--- config.mk ---
export PLATFORM = sky130hd
export DESIGN_NAME = lock_ctrl_param
export DESIGN_NICKNAME = d
export VERILOG_FILES = /design/src/rtl/lock_ctrl_param.sv
export SDC_FILE = /design/constraint.sdc
export NUM_CORES = 1
export LEC_CHECK = 0
export ABC_AREA = 1
export BUFFER_PORTS_ARGS = -buffer_cell sky130_fd_sc_hd__buf_2
export CAP_MARGIN = 20
export CORE_MARGIN = 1.5
export CORE_UTILIZATION = 64
export DETAILED_ROUTE_END_ITERATION = 16
export PLACE_DENSITY = 0.85
export REMOVE_ABC_BUFFERS = 1
export SYNTH_ARGS = -nofsm -noshare
export SYNTH_HDL_FRONTEND = slang
export SYNTH_SLANG_ARGS = --single-unit
--- constraint.sdc ---
create_clock -name clk -period 4 [get_ports clk]
set_input_delay 0.6 -clock clk [delete_from_list [all_inputs] [get_ports clk]]
set_output_delay 0.6 -clock clk [all_outputs]
set_load 0.01 [all_outputs]
--- src/rtl/lock_ctrl_param.sv ---
// Parametrised digital lock controller: stored password, entry buffer, error counter and
// inactivity timers, all held in one synchronous block with registered outputs.
module lock_ctrl_param #(
   parameter int unsigned           DIGITS       = 4,
   parameter logic [4*DIGITS-1:0]   DEFAULT_PSWD = 16'h1234,
   parameter int unsigned           MAX_ERR      = 3,
   parameter int unsigned           EDIT_TO      = 1000000000,
   parameter int unsigned           UNLOCK_TO    = 2000000000
) (
   input  logic                           clk,
   input  logic                           rst,
   input  logic [3:0]                     switches,
   input  logic                           edit_switch,
   input  logic                           load,
   input  logic                           ok,
   input  logic                           admin_clr,
   input  logic                           set_pw,
   output logic [2:0]                     state_out,
   output logic [4*DIGITS-1:0]            entry,
   output logic [$clog2(DIGITS+1)-1:0]    entry_cnt,
   output logic [$clog2(MAX_ERR+1)-1:0]   err_cnt,
   output logic                           unlocked,
   output logic                           alarm
);

   localparam int unsigned PW   = 4 * DIGITS;
   localparam int unsigned CW   = $clog2(DIGITS + 1);
   localparam int unsigned EW   = $clog2(MAX_ERR + 1);
   localparam int unsigned TMAX = (EDIT_TO > UNLOCK_TO) ? EDIT_TO : UNLOCK_TO;
   localparam int unsigned TW   = ($clog2(TMAX) > 0) ? $clog2(TMAX) : 1;

   typedef enum logic [2:0] {
      StWaiting  = 3'd0,
      StEditing  = 3'd1,
      StUnlocked = 3'd2,
      StAlarming = 3'd3,
      StSetting  = 3'd4
   } state_e;

   state_e          r_state;
   logic [PW-1:0]   r_entry;
   logic [PW-1:0]   r_stored;
   logic [CW-1:0]   r_entry_cnt;
   logic [EW-1:0]   r_err_cnt;
   logic [TW-1:0]   r_timer;
   logic            r_edit_prev;
   logic            r_unlocked;
   logic            r_alarm;

   logic            w_edge;
   logic            w_full;
   logic            w_match;
   logic            w_load;
   logic            w_edit_to;
   logic            w_unlock_to;
   logic [PW-1:0]   w_shift;
   logic [EW-1:0]   w_err_inc;

   assign w_edge      = edit_switch ^ r_edit_prev;
   assign w_full      = (r_entry_cnt == CW'(DIGITS));
   assign w_match     = w_full && (r_entry == r_stored);
   // ok takes priority, so a load in the same cycle is never appended
   assign w_load      = load && !ok && (switches <= 4'd9) && !w_full;
   assign w_edit_to   = (r_timer == TW'(EDIT_TO - 1));
   assign w_unlock_to = (r_timer == TW'(UNLOCK_TO - 1));
   assign w_shift     = (r_entry << 4) | PW'(switches);
   assign w_err_inc   = r_err_cnt + EW'(1);

   always_ff @(posedge clk) begin
      if (rst) begin
         r_state     <= StWaiting;
         r_entry     <= '0;
         r_entry_cnt <= '0;
         r_err_cnt   <= '0;
         r_stored    <= DEFAULT_PSWD;
         r_timer     <= '0;
         r_edit_prev <= edit_switch;
         r_unlocked  <= 1'b0;
         r_alarm     <= 1'b0;
      end else begin
         r_edit_prev <= edit_switch;
         unique case (r_state)
            StWaiting: begin
               if (w_edge) begin
                  r_state     <= StEditing;
                  r_entry     <= '0;
                  r_entry_cnt <= '0;
                  r_timer     <= '0;
               end
            end
            StEditing, StSetting: begin
               if (ok) begin
                  r_timer <= '0;
                  if (r_state == StSetting) begin
                     // a short entry aborts the change and keeps the old password
                     if (w_full) r_stored <= r_entry;
                     r_state     <= StWaiting;
                     r_entry     <= '0;
                     r_entry_cnt <= '0;
                  end else if (w_match) begin
                     r_state    <= StUnlocked;
                     r_err_cnt  <= '0;
                     r_unlocked <= 1'b1;
                  end else begin
                     r_err_cnt   <= w_err_inc;
                     r_entry     <= '0;
                     r_entry_cnt <= '0;
                     if (w_err_inc == EW'(MAX_ERR)) begin
                        r_state <= StAlarming;
                        r_alarm <= 1'b1;
                     end
                  end
               end else if (w_load) begin
                  r_entry     <= w_shift;
                  r_entry_cnt <= r_entry_cnt + CW'(1);
                  r_timer     <= '0;
               end else if (w_edit_to) begin
                  r_state     <= StWaiting;
                  r_entry     <= '0;
                  r_entry_cnt <= '0;
                  r_timer     <= '0;
               end else begin
                  r_timer <= r_timer + TW'(1);
               end
            end
            StUnlocked: begin
               if (ok || w_unlock_to) begin
                  r_state    <= StWaiting;
                  r_unlocked <= 1'b0;
                  r_timer    <= '0;
               end else if (set_pw) begin
                  r_state     <= StSetting;
                  r_unlocked  <= 1'b0;
                  r_entry     <= '0;
                  r_entry_cnt <= '0;
                  r_timer     <= '0;
               end else begin
                  r_timer <= r_timer + TW'(1);
               end
            end
            StAlarming: begin
               if (admin_clr) begin
                  r_state     <= StWaiting;
                  r_alarm     <= 1'b0;
                  r_err_cnt   <= '0;
                  r_entry     <= '0;
                  r_entry_cnt <= '0;
                  r_timer     <= '0;
               end
            end
            default: begin
               r_state    <= StWaiting;
               r_unlocked <= 1'b0;
               r_alarm    <= 1'b0;
               r_timer    <= '0;
            end
         endcase
      end
   end

   assign state_out = r_state;
   assign entry     = r_entry;
   assign entry_cnt = r_entry_cnt;
   assign err_cnt   = r_err_cnt;
   assign unlocked  = r_unlocked;
   assign alarm     = r_alarm;

endmodule

==> flow_metrics.tcl, run 1 <==
set metrics [dict create \
    worstHoldPathType "in2reg" \
    p_int_uw 1466 \
    grt_start_max_net_pins 44 \
    num_rows 29 \
    grt.overflow.total 0 \
    fin_skew_ns 0.008227 \
    synthCells 671 \
    hold_violations 0 \
    crit_type "reg2reg" \
    antenna_found_initial 0 \
    ir_drop_mv 0.4199 \
    grt_util_all_layers_pct 30.95 \
    placed_area_mm2 0.004439 \
    grt_pass1_vias 4160 \
    syn_area_per_cell_um2 6.308 \
    clockBufferDepth 2 \
    start_util_pct 66.28 \
    switching_power_uw 940.2 \
    power_density_mw_per_mm2 516.9 \
    io_pins 37 \
    wl_per_cell_um 13.33 \
    r2r_cells 9 \
    cts_buffers 9 \
    period_share_pct 69.50 \
    postCtsSetupRepairBufs 0 \
    synth_seq_cells 74 \
    tns_ns 0 \
    yosysTopAreaCell "dfxtp_1" \
    cp_data_required_time_ns 4.31 \
    routabilityCongestion 0.9497 \
    vias_per_cell 5.425 \
    end_kind "flip-flop" \
    hold_buffers 0 \
    clock_latency_ns 0.36 \
    detail-route-antenna-nets 0 \
    dp_hpwl_um 7611 \
    nFillCells 564 \
    cts_root_buffer "clkbuf_8" \
    yosys.cell_types.count 38 \
    ff_latch_area_mm2 0.001481 \
    vias 4259 \
    fmax_mhz 359.7 \
    drc_errors 0 \
    status "completed" \
    multiInputGateArea_mm2 0.002340 \
    fin_nets 719 \
    post-route-min-period_ns 2.780 \
    antenna_cells 0 \
    drt_wl_total_um 10460 \
    fp.dieW_um 84.33 \
    p_seq_share_pct 38.5 \
    arrival_ns 3.09 \
    port_buffers 36 \
    final_area_mm2 0.004656 \
    core_mm2 0.006386 \
    p_sw_share_pct 39.07 \
    htree_levels 3 \
    netlist.area_leader.share_pct 35.00 \
    p_leak_uw 0.002050 \
    clk_pin_slew_ns 0.08 \
    grt_pass1_wl_um 17850 \
    worstMarginPinSlew_ns 0.7646 \
    comb_power_share_pct 34.6 \
    die_y_um 84.33 \
    post_cts_resize_count 0 \
    cap_viol_max_count 0 \
    drive_above_1_share_pct 11.30 \
    syn_area_mm2 0.004233 \
    startpoint_type "flip-flop" \
    initialDrtViolationCount 245 \
    synth_seq_area_share_pct 35.00 \
    setup_violations 0 \
    cts_tree "built" \
    dieArea_mm2 0.007111 \
    ys_top_cells_by_area "dfxtp_1, nand2_1, nor2_1, inv_1, nand3_1" \
    slew_violations 0 \
    yosys_warnings 0 \
    whs_path_depth 1 \
    syn_to_final_growth_pct 9.991 \
    worst-path-max-fanout 21 \
    rsz0062_at_grt "no" \
    firstDrtPassIters 5 \
    pwr-share-clk_pct 26.9 \
    relSlewSlack_pct 48.97 \
    cts.sinks 74 \
]
cells in the mapped netlist:
| library cell | number |
|---|---|
| buf_1 | 1 |
| nor2_1 | 125 |
| clkinv_1 | 2 |
| nand4_2 | 1 |
| nand2_2 | 4 |
| xor2_1 | 9 |
| nand2_4 | 1 |
| a21oi_1 | 29 |
| xnor2_1 | 7 |
| nor3_1 | 15 |
| or2_2 | 3 |
| and3_1 | 2 |
| o211ai_1 | 8 |
| a21o_1 | 1 |
| nor2_4 | 4 |
| nand3b_1 | 3 |
| inv_2 | 5 |
| nand4_1 | 13 |
| nor3_2 | 1 |
| nor2_2 | 3 |
| o2111ai_1 | 1 |
| nor3b_1 | 2 |
| nand2_1 | 173 |
| nor4_1 | 4 |
| dfxtp_1 | 74 |
| clkbuf_1 | 6 |
| ha_1 | 4 |
| o21ai_0 | 27 |
| o31ai_1 | 1 |
| nand3_2 | 3 |
| inv_1 | 80 |
| or2_1 | 1 |
| buf_2 | 6 |
| o22ai_1 | 2 |
| nand3_1 | 45 |
| a21oi_2 | 1 |
| buf_6 | 3 |
| a31oi_1 | 1 |
worst max-delay path, stage by stage (launching register included):
cell and delay [ns]:
dfxtp_1 0.46, nand3_1 0.14, nor2_1 0.14, inv_1 0.07, nand2_1 0.36, clkinv_1 0.55, nand3_2 0.29, nand2_2 0.29
or2_2 0.37, inv_1 0.05
power by group through the flow:
stage                     clock network [uW]  logic [uW]  registers, uW
after global routing                     679         948            939
after floorplan                            0         547            965
after global placement                     0         800            937
final                                    648         833            926
after detailed placement                   0         829            941
after CTS                                657         834            924
kinds of logic (layout without fill, tap and decap cells):
logic type | after synthesis | after routing | synth area share [%]
AND/OR/NAND/NOR | 403 | 403 | 41.41
buffers and inverters | 103 | 140 | 9.843
flip-flops | 74 | 74 | 35.00
AO/OA/AOI/OAI | 71 | 71 | 9.252
XOR/XNOR | 16 | 16 | 3.311
adder cells (fa/ha/maj) | 4 | 4 | 1.182
placed cells by master, fill, tap and decap left out, types with 2 or more instances in the layout:
| master | n |
|---|---|
| a21oi_1 | 29 |
| and3_1 | 2 |
| buf_2 | 36 |
| buf_4 | 2 |
| bufinv_16 | 2 |
| clkbuf_8 | 10 |
| clkinv_1 | 2 |
| clkinv_2 | 2 |
| dfxtp_1 | 74 |
| ha_1 | 4 |
| inv_1 | 80 |
| inv_2 | 5 |
| nand2_1 | 173 |
| nand2_2 | 4 |
| nand3_1 | 45 |
| nand3_2 | 3 |
| nand3b_1 | 3 |
| nand4_1 | 13 |
| nor2_1 | 125 |
| nor2_2 | 3 |
| nor2_4 | 4 |
| nor3_1 | 14 |
| nor3_2 | 2 |
| nor3b_1 | 2 |
| nor4_1 | 4 |
| o211ai_1 | 8 |
| o21ai_0 | 27 |
| o22ai_1 | 2 |
| or2_2 | 3 |
| xnor2_1 | 7 |
| xor2_1 | 9 |
final cells by class:
| cell class | count | area share, % |
|---|---|---|
| Sequential cell | 74 | 31.82 |
| Multi-Input combinational cell | 494 | 50.26 |
| Inverter | 87 | 7.014 |
| Tap cell | 77 | 2.069 |
| Clock buffer | 10 | 2.956 |
| Clock inverter | 5 | 1.693 |
| Timing Repair Buffer | 38 | 4.192 |
per-layer routing:
metal	vias up	GRT usage (%)	wire [um]
li1	2190	-	-
met1	1900	33.72	4245
met2	132	55.85	5203
met3	37	6.785	638
met4	0	16.39	375
met5	-	0	0
registers in the layout, indices dropped and copies added (netlist names):
register,count
r_timer,31
entry,16
r_stored,16
entry_cnt,3
state_out,3
err_cnt,2
alarm,1
r_edit_prev,1
unlocked,1
through the flow:
step / hold slack (ns) / cells / setup slack [ns] / total power [uW] / util [%]
floorplan: 0.4531 / 655 / 1.435 / 1512 / -
global placement: 0.4614 / 770 / 1.178 / 1737 / 69.51
detailed placement: 0.4621 / 770 / 1.132 / 1771 / 69.51
CTS: 0.3661 / 785 / 1.251 / 2416 / 72.90
global route: 0.3691 / 785 / 0.9788 / 2567 / 72.90
finish: 0.3764 / 785 / 1.220 / 2406 / 72.90
final timing paths:
check | to | startpoint | slack, ns
worst max-delay path | r_timer[2] | state_out[1] | 1.22
worst min-delay path | r_edit_prev | edit_switch | 0.38
worst max register to register | r_timer[2] | state_out[1] | 1.22
worst min register to register | alarm | alarm | 0.47
Power figures use the tool's default switching activity.
==> run 2: changes to the inputs <==
--- a/config.mk
+++ b/config.mk
@@ -5,13 +5,13 @@
 export SDC_FILE = /design/constraint.sdc
 export NUM_CORES = 1
 export LEC_CHECK = 0
-export ABC_AREA = 1
+export ABC_AREA = 0
 export BUFFER_PORTS_ARGS = -buffer_cell sky130_fd_sc_hd__buf_2
 export CAP_MARGIN = 20
 export CORE_MARGIN = 1.5
-export CORE_UTILIZATION = 64
+export CORE_UTILIZATION = 53
 export DETAILED_ROUTE_END_ITERATION = 16
-export PLACE_DENSITY = 0.85
+export PLACE_DENSITY = 0.75
 export REMOVE_ABC_BUFFERS = 1
 export SYNTH_ARGS = -nofsm -noshare
 export SYNTH_HDL_FRONTEND = slang
==> constraint.sdc (replaced) <==
create_clock -name clk -period 2.5 [get_ports clk]
set_input_delay 0.375 -clock clk [delete_from_list [all_inputs] [get_ports clk]]
set_output_delay 0.375 -clock clk [all_outputs]
set_load 0.01 [all_outputs]
==> run 2 against run 1 <==
Net effect: sequential share of layout area is 2.7 points higher; combinational power decreased by 55%; register-to-register slack worse by 0.97 ns; die area rose by 8.6%; total power is 15% higher; clock-buffer cell count is the same; final area down 7.8%; critical path depth down 1; largest cell class unchanged.
==> flow_metrics.tcl, run 2 <==
set metrics [dict create \
    status "completed" \
    cap_viol_max_count 0 \
    dp_hpwl_um 5868 \
    relSlewSlack_pct 65.50 \
    worstReg2RegStart "r_timer[0]" \
    yosys_warnings 0 \
    power_density_mw_per_mm2 642.9 \
    vias 3204 \
    grt_pass1_vias 2989 \
    grtUsageMet3_pct 4.336 \
    dieArea_mm2 0.007723 \
    core_mm2 0.006869 \
    synth_edf_count 0 \
    final_common_cell "dfxtp_1" \
    fp.dieW_um 87.88 \
    wl_per_cell_um 15.09 \
    total_power_uw 2759 \
    rsz0062_at_grt "no" \
    drt_wl_total_um 8478 \
    cts_tree "built" \
    setup_violations 0 \
    firstDrtPassIters 4 \
    nFillCells 603 \
    crit_type "reg2reg" \
    drive_above_1_share_pct 18.03 \
    htree_levels 3 \
    p_leak_uw 0.001716 \
    gr-max-usage-layer "met2" \
    synth_seq_cells 74 \
    gr-usage-met1_pct 30.88 \
    crit_chain "ha_1, nor4b_4, nand4_2, o21ai_2, a2bb2oi_4, buf_4, o31ai_1, a21oi_1" \
    yosysTopAreaCell "dfxtp_1" \
    netlist.area_leader.share_pct 38.79 \
    grt.overflow.total 0 \
    gr-usage-met2_pct 37.89 \
    postCtsSetupRepairBufs 0 \
    rrSetupSlack_ns 0.25 \
    cts_root_buffer "clkbuf_8" \
    largest_register_ffs 31 \
    syn_area_mm2 0.003819 \
    antenna_cells 0 \
    hold_violations 0 \
    fin_skew_ns 0.009608 \
    start_util_pct 55.59 \
    clock_latency_ns 0.34 \
    vias_per_cell 5.701 \
    worst-path-max-fanout 12 \
    die_y_um 87.88 \
    clk_pin_slew_ns 0.08 \
    max_stage_delay_ns 0.40 \
    syn_to_final_growth_pct 12.39 \
    period_share_pct 90.01 \
    fin_nets 476 \
    synth_common_cells "dfxtp_1, nor2_1, nand2_1, a21oi_1, xnor2_1" \
    port_buffers 36 \
    drc_errors 0 \
    cts_buffers 9 \
    antenna_found_initial 0 \
    clockBufferDepth 2 \
    post-route-min-period_ns 2.250 \
    initialDrtViolationCount 134 \
    startpoint "r_timer[0]" \
    arrival_ns 2.52 \
    syn_area_per_cell_um2 8.922 \
    final_util_pct 62.48 \
    cp_data_required_time_ns 2.77 \
    yosysMostFrequentCell "dfxtp_1" \
    worstMarginPinSlew_ns 0.5144 \
    cts.sinks 74 \
    hold_buffers 0 \
    startpoint_type "flip-flop" \
    worstHoldPathType "in2reg" \
    ir_drop_mv 0.3279 \
    ys_top_cells_by_area "dfxtp_1, xnor2_1, nor2_1, nand2_1, mux2i_1" \
    yosys.cell_types.count 65 \
    detail-route-antenna-nets 0 \
    io_pins 37 \
    regMostFlops "r_timer" \
    grt_util_all_layers_pct 23.05 \
    synth_seq_area_share_pct 38.79 \
    slew_violations 0 \
    synthArstFlopShare_pct 0 \
    ff_latch_area_mm2 0.001481 \
    synthCells 428 \
    synth-main-ff-cell "dfxtp_1" \
    post_cts_resize_count 0 \
    grt_start_max_net_pins 27 \
    tns_ns 0 \
    end_kind "flip-flop" \
    fmax_mhz 444.4 \
    num_rows 30 \
    grt_pass1_wl_um 14030 \
    cp_slowest_cell "dfxtp_1" \
    multiInputGateArea_mm2 0.002170 \
    routabilityCongestion 0.8088 \
    layout_common_cells "dfxtp_1, nor2_1, nand2_1" \
    min_from "edit_switch" \
]
run 2: cell types whose count changed in the layout (fill, tap and decap cells not counted), sizes merged, moves of 18 or more:
cell   delta
o21ai    -18
nor2     -84
nand2   -130
inv      -75
nand3    -35
o31ai    +18
xnor2    +23
run 2: layer usage:
layer  routed length [um]  part of all wire, %
met1                 4101                   48
met2                 4042                   48
met3                  290                  3.4
met4                   43                 0.51
met5                    0                    0
run 2: worst max-delay path: cells and delay by family, from the launching register on:
kind | cells | cell delay, ns
buf+inv | 1 | 0.24
simple gates | 2 | 0.48
compound gates | 4 | 0.78
flops | 1 | 0.40
fa+ha+maj | 1 | 0.29
run 2: path summary, 6_finish.rpt:
| path | end | cells after the start |
|---|---|---|
| max | entry[13] | 8 |
| min | r_edit_prev | 1 |
| min reg2reg | err_cnt[0] | 1 |
| max reg2reg | entry[13] | 8 |
run 2: cell type report:
type	count	share of cell area [%]
Sequential cell	74	34.52
Timing Repair Buffer	43	5.423
Multi-Input combinational cell	323	50.55
Inverter	10	0.8746
Clock inverter	6	2.624
Tap cell	96	2.799
Clock buffer	10	3.207
run 2: cell families (layout without fill, tap and decap cells):
kind of cell	after synthesis	count (layout)	synth area share [%]
adder cells (fa/ha/maj)	4	4	1.311
XOR/XNOR	42	42	9.633
multiplexers	16	16	4.194
AND/OR/NAND/NOR	184	184	26.80
buffers and inverters	31	69	4.521
AO/OA/AOI/OAI	77	77	14.74
flip-flops	74	74	38.79
run 2: stage by stage:
stage / area, um2 / hold WS, ns / setup WS (ns) / instances
global route: 4292 / 0.1411 / 0.08821 / 562
CTS: 4292 / 0.1476 / 0.2483 / 562
floorplan: 3684 / 0.4027 / -0.01431 / 407
global placement: 4041 / 0.4730 / 0.4024 / 546
detailed placement: 4041 / 0.4856 / 0.2665 / 546
finish: 4292 / 0.1536 / 0.2497 / 562
run 2: where the power goes:
part / switching, uW / internal [uW]
Sequential: 39.9 / 1200
Combinational: 260 / 112
Clock: 455 / 694
Total: 755 / 2000
==> run 3: changes to the inputs <==
--- a/config.mk
+++ b/config.mk
@@ -8,10 +8,10 @@
 export ABC_AREA = 0
 export BUFFER_PORTS_ARGS = -buffer_cell sky130_fd_sc_hd__buf_2
 export CAP_MARGIN = 20
-export CORE_MARGIN = 1.5
+export CORE_MARGIN = 8
 export CORE_UTILIZATION = 53
 export DETAILED_ROUTE_END_ITERATION = 16
-export PLACE_DENSITY = 0.75
+export PLACE_DENSITY_LB_ADDON = 0.12
 export REMOVE_ABC_BUFFERS = 1
 export SYNTH_ARGS = -nofsm -noshare
 export SYNTH_HDL_FRONTEND = slang
==> run 3 against run 2 <==
Net effect: flip-flop and latch count is the same; setup slack improved by 0.10 ns; die area up 32%; largest power group unchanged; highest routed layer unchanged.
==> flow_metrics.tcl, run 3 (same netlist as run 2, synthesis figures left out) <==
set metrics [dict create \
    wl_per_cell_um 15.15 \
    drt_wl_total_um 8605 \
    min_from "edit_switch" \
    cap_viol_max_count 0 \
    detail-route-antenna-nets 0 \
    core_mm2 0.007098 \
    die_y_um 100.9 \
    multiInputGateArea_mm2 0.002170 \
    pwr-share-clk_pct 35.8 \
    status "completed" \
    dp_cells 552 \
    num_rows 31 \
    htree_levels 3 \
    wl_met2_um 4171 \
    crit_chain "ha_1, nor4b_4, nand4_2, o21ai_2, a2bb2oi_4, buf_4, o31ai_1, a21oi_1" \
    post-route-min-period_ns 2.149 \
    port_buffers 36 \
    crit_family "compound AO/OA/AOI/OAI gates" \
    vias 3204 \
    dieArea_mm2 0.01018 \
    grt_pass1_wl_um 14870 \
    ir_drop_mv 0.2553 \
    fin_skew_ns 0.01795 \
    period_share_pct 85.96 \
    vias_per_cell 5.641 \
    p_seq_share_pct 48.9 \
    power_density_mw_per_mm2 592.8 \
    fp.dieW_um 100.9 \
    cts_tree "built" \
    regMostFlops "r_timer" \
    antenna_cells 0 \
    final_util_pct 59.99 \
    cts.sinks 74 \
    clk_pin_slew_ns 0.09 \
    max_stage_delay_ns 0.39 \
    cp_slowest_cell "dfxtp_1" \
    m1WireLength_um 3910 \
    start_util_pct 53.80 \
    postCtsSetupRepairBufs 0 \
    switching_power_uw 817.8 \
    antenna_found_initial 0 \
    routabilityCongestion 0.8460 \
    nFillCells 648 \
    layout_common_cells "dfxtp_1, nor2_1, nand2_1" \
    rsz0062_at_grt "no" \
    critPathBufInv 1 \
    clockBufferDepth 2 \
    cts_root_buffer "clkbuf_8" \
    slew_violations 0 \
    fin_nets 479 \
    grt_pass1_vias 3135 \
    total_power_uw 2524 \
    cp_data_required_time_ns 2.79 \
    startpoint "r_timer[0]" \
    startpoint_type "flip-flop" \
    io_pins 37 \
    drive_above_1_share_pct 18.55 \
    worstHoldPathType "in2reg" \
    post_cts_resize_count 0 \
    highest_layer "met4" \
    cts_buffers 9 \
    final_common_cell "dfxtp_1" \
    comb_power_share_pct 15.3 \
    worst-path-max-fanout 11 \
    setup_violations 0 \
    largest_register_ffs 31 \
    worstReg2RegStart "r_timer[0]" \
    whs_ns 0.1454 \
    syn_to_final_growth_pct 11.50 \
    finalNonFillerCells 568 \
    firstDrtPassIters 4 \
    grt_start_max_net_pins 29 \
    relSlewSlack_pct 63.57 \
    drc_errors 0 \
    grt.overflow.total 0 \
    p_sw_share_pct 32.40 \
    end_kind "flip-flop" \
    arrival_ns 2.44 \
    clock_latency_ns 0.36 \
    p_leak_uw 0.001705 \
    ff_latch_area_mm2 0.001481 \
    crit_type "reg2reg" \
    grt_util_all_layers_pct 18.08 \
    fmax_mhz 465.3 \
    hold_buffers 0 \
    hold_violations 0 \
    dp_hpwl_um 6237 \
    wl_met3_um 365 \
    worstMarginPinSlew_ns 0.5432 \
    tns_ns 0 \
    p_int_uw 1706 \
    initialDrtViolationCount 143 \
]
## run 3: cell types whose count changed in the layout (fill, tap and decap cells not counted)
cell       delta
clkinv_4      -1
inv_6         +4
clkinv_2      -1
buf_4         +3
clkbuf_8      -1
bufinv_16     -3
inv_8         +2
## run 3: worst register-to-register path, stage by stage (launching register included)
cell and delay [ns]:
dfxtp_1 0.39, ha_1 0.19, nor4b_4 0.22, nand4_2 0.19, o21ai_2 0.27, a2bb2oi_4 0.34, buf_4 0.24, o31ai_1 0.08
a21oi_1 0.15
## run 3: power groups by stage
stage,Sequential (uW),Combinational (uW),Clock [uW]
floorplan,1260,241,0
global placement,1260,380,0
detailed placement,1260,385,0
CTS,1230,386,936
global route,1240,431,984
finish,1230,386,905
## run 3: final timing paths
check | to | slack (ns) | cells past startpoint
worst min-delay path | r_edit_prev | 0.15 | 1
worst min register to register | err_cnt[0] | 0.50 | 1
worst max register to register | entry[3] | 0.35 | 8
worst max-delay path | entry[3] | 0.35 | 8
## run 3: per-stage QoR
step	area (um2)	setup WS [ns]
after global placement	4068	0.4100
after detailed placement	4068	0.3499
after floorplan	3684	-0.01431
final	4258	0.3510
after CTS	4258	0.3553
after global routing	4258	0.2130
## run 3: layout make-up
type	count	area share, %
Clock inverter	7	1.557
Sequential cell	74	34.79
Tap cell	99	2.909
Clock buffer	9	2.909
Inverter	10	0.8816
Multi-Input combinational cell	323	50.96
Timing Repair Buffer	46	5.995
## run 3: routing by layer
metal	up-vias	GRT usage [%]
met3	12	3.384
met5	-	0
met4	0	8.721
met2	69	30.21
met1	1531	21.71
li1	1592	-
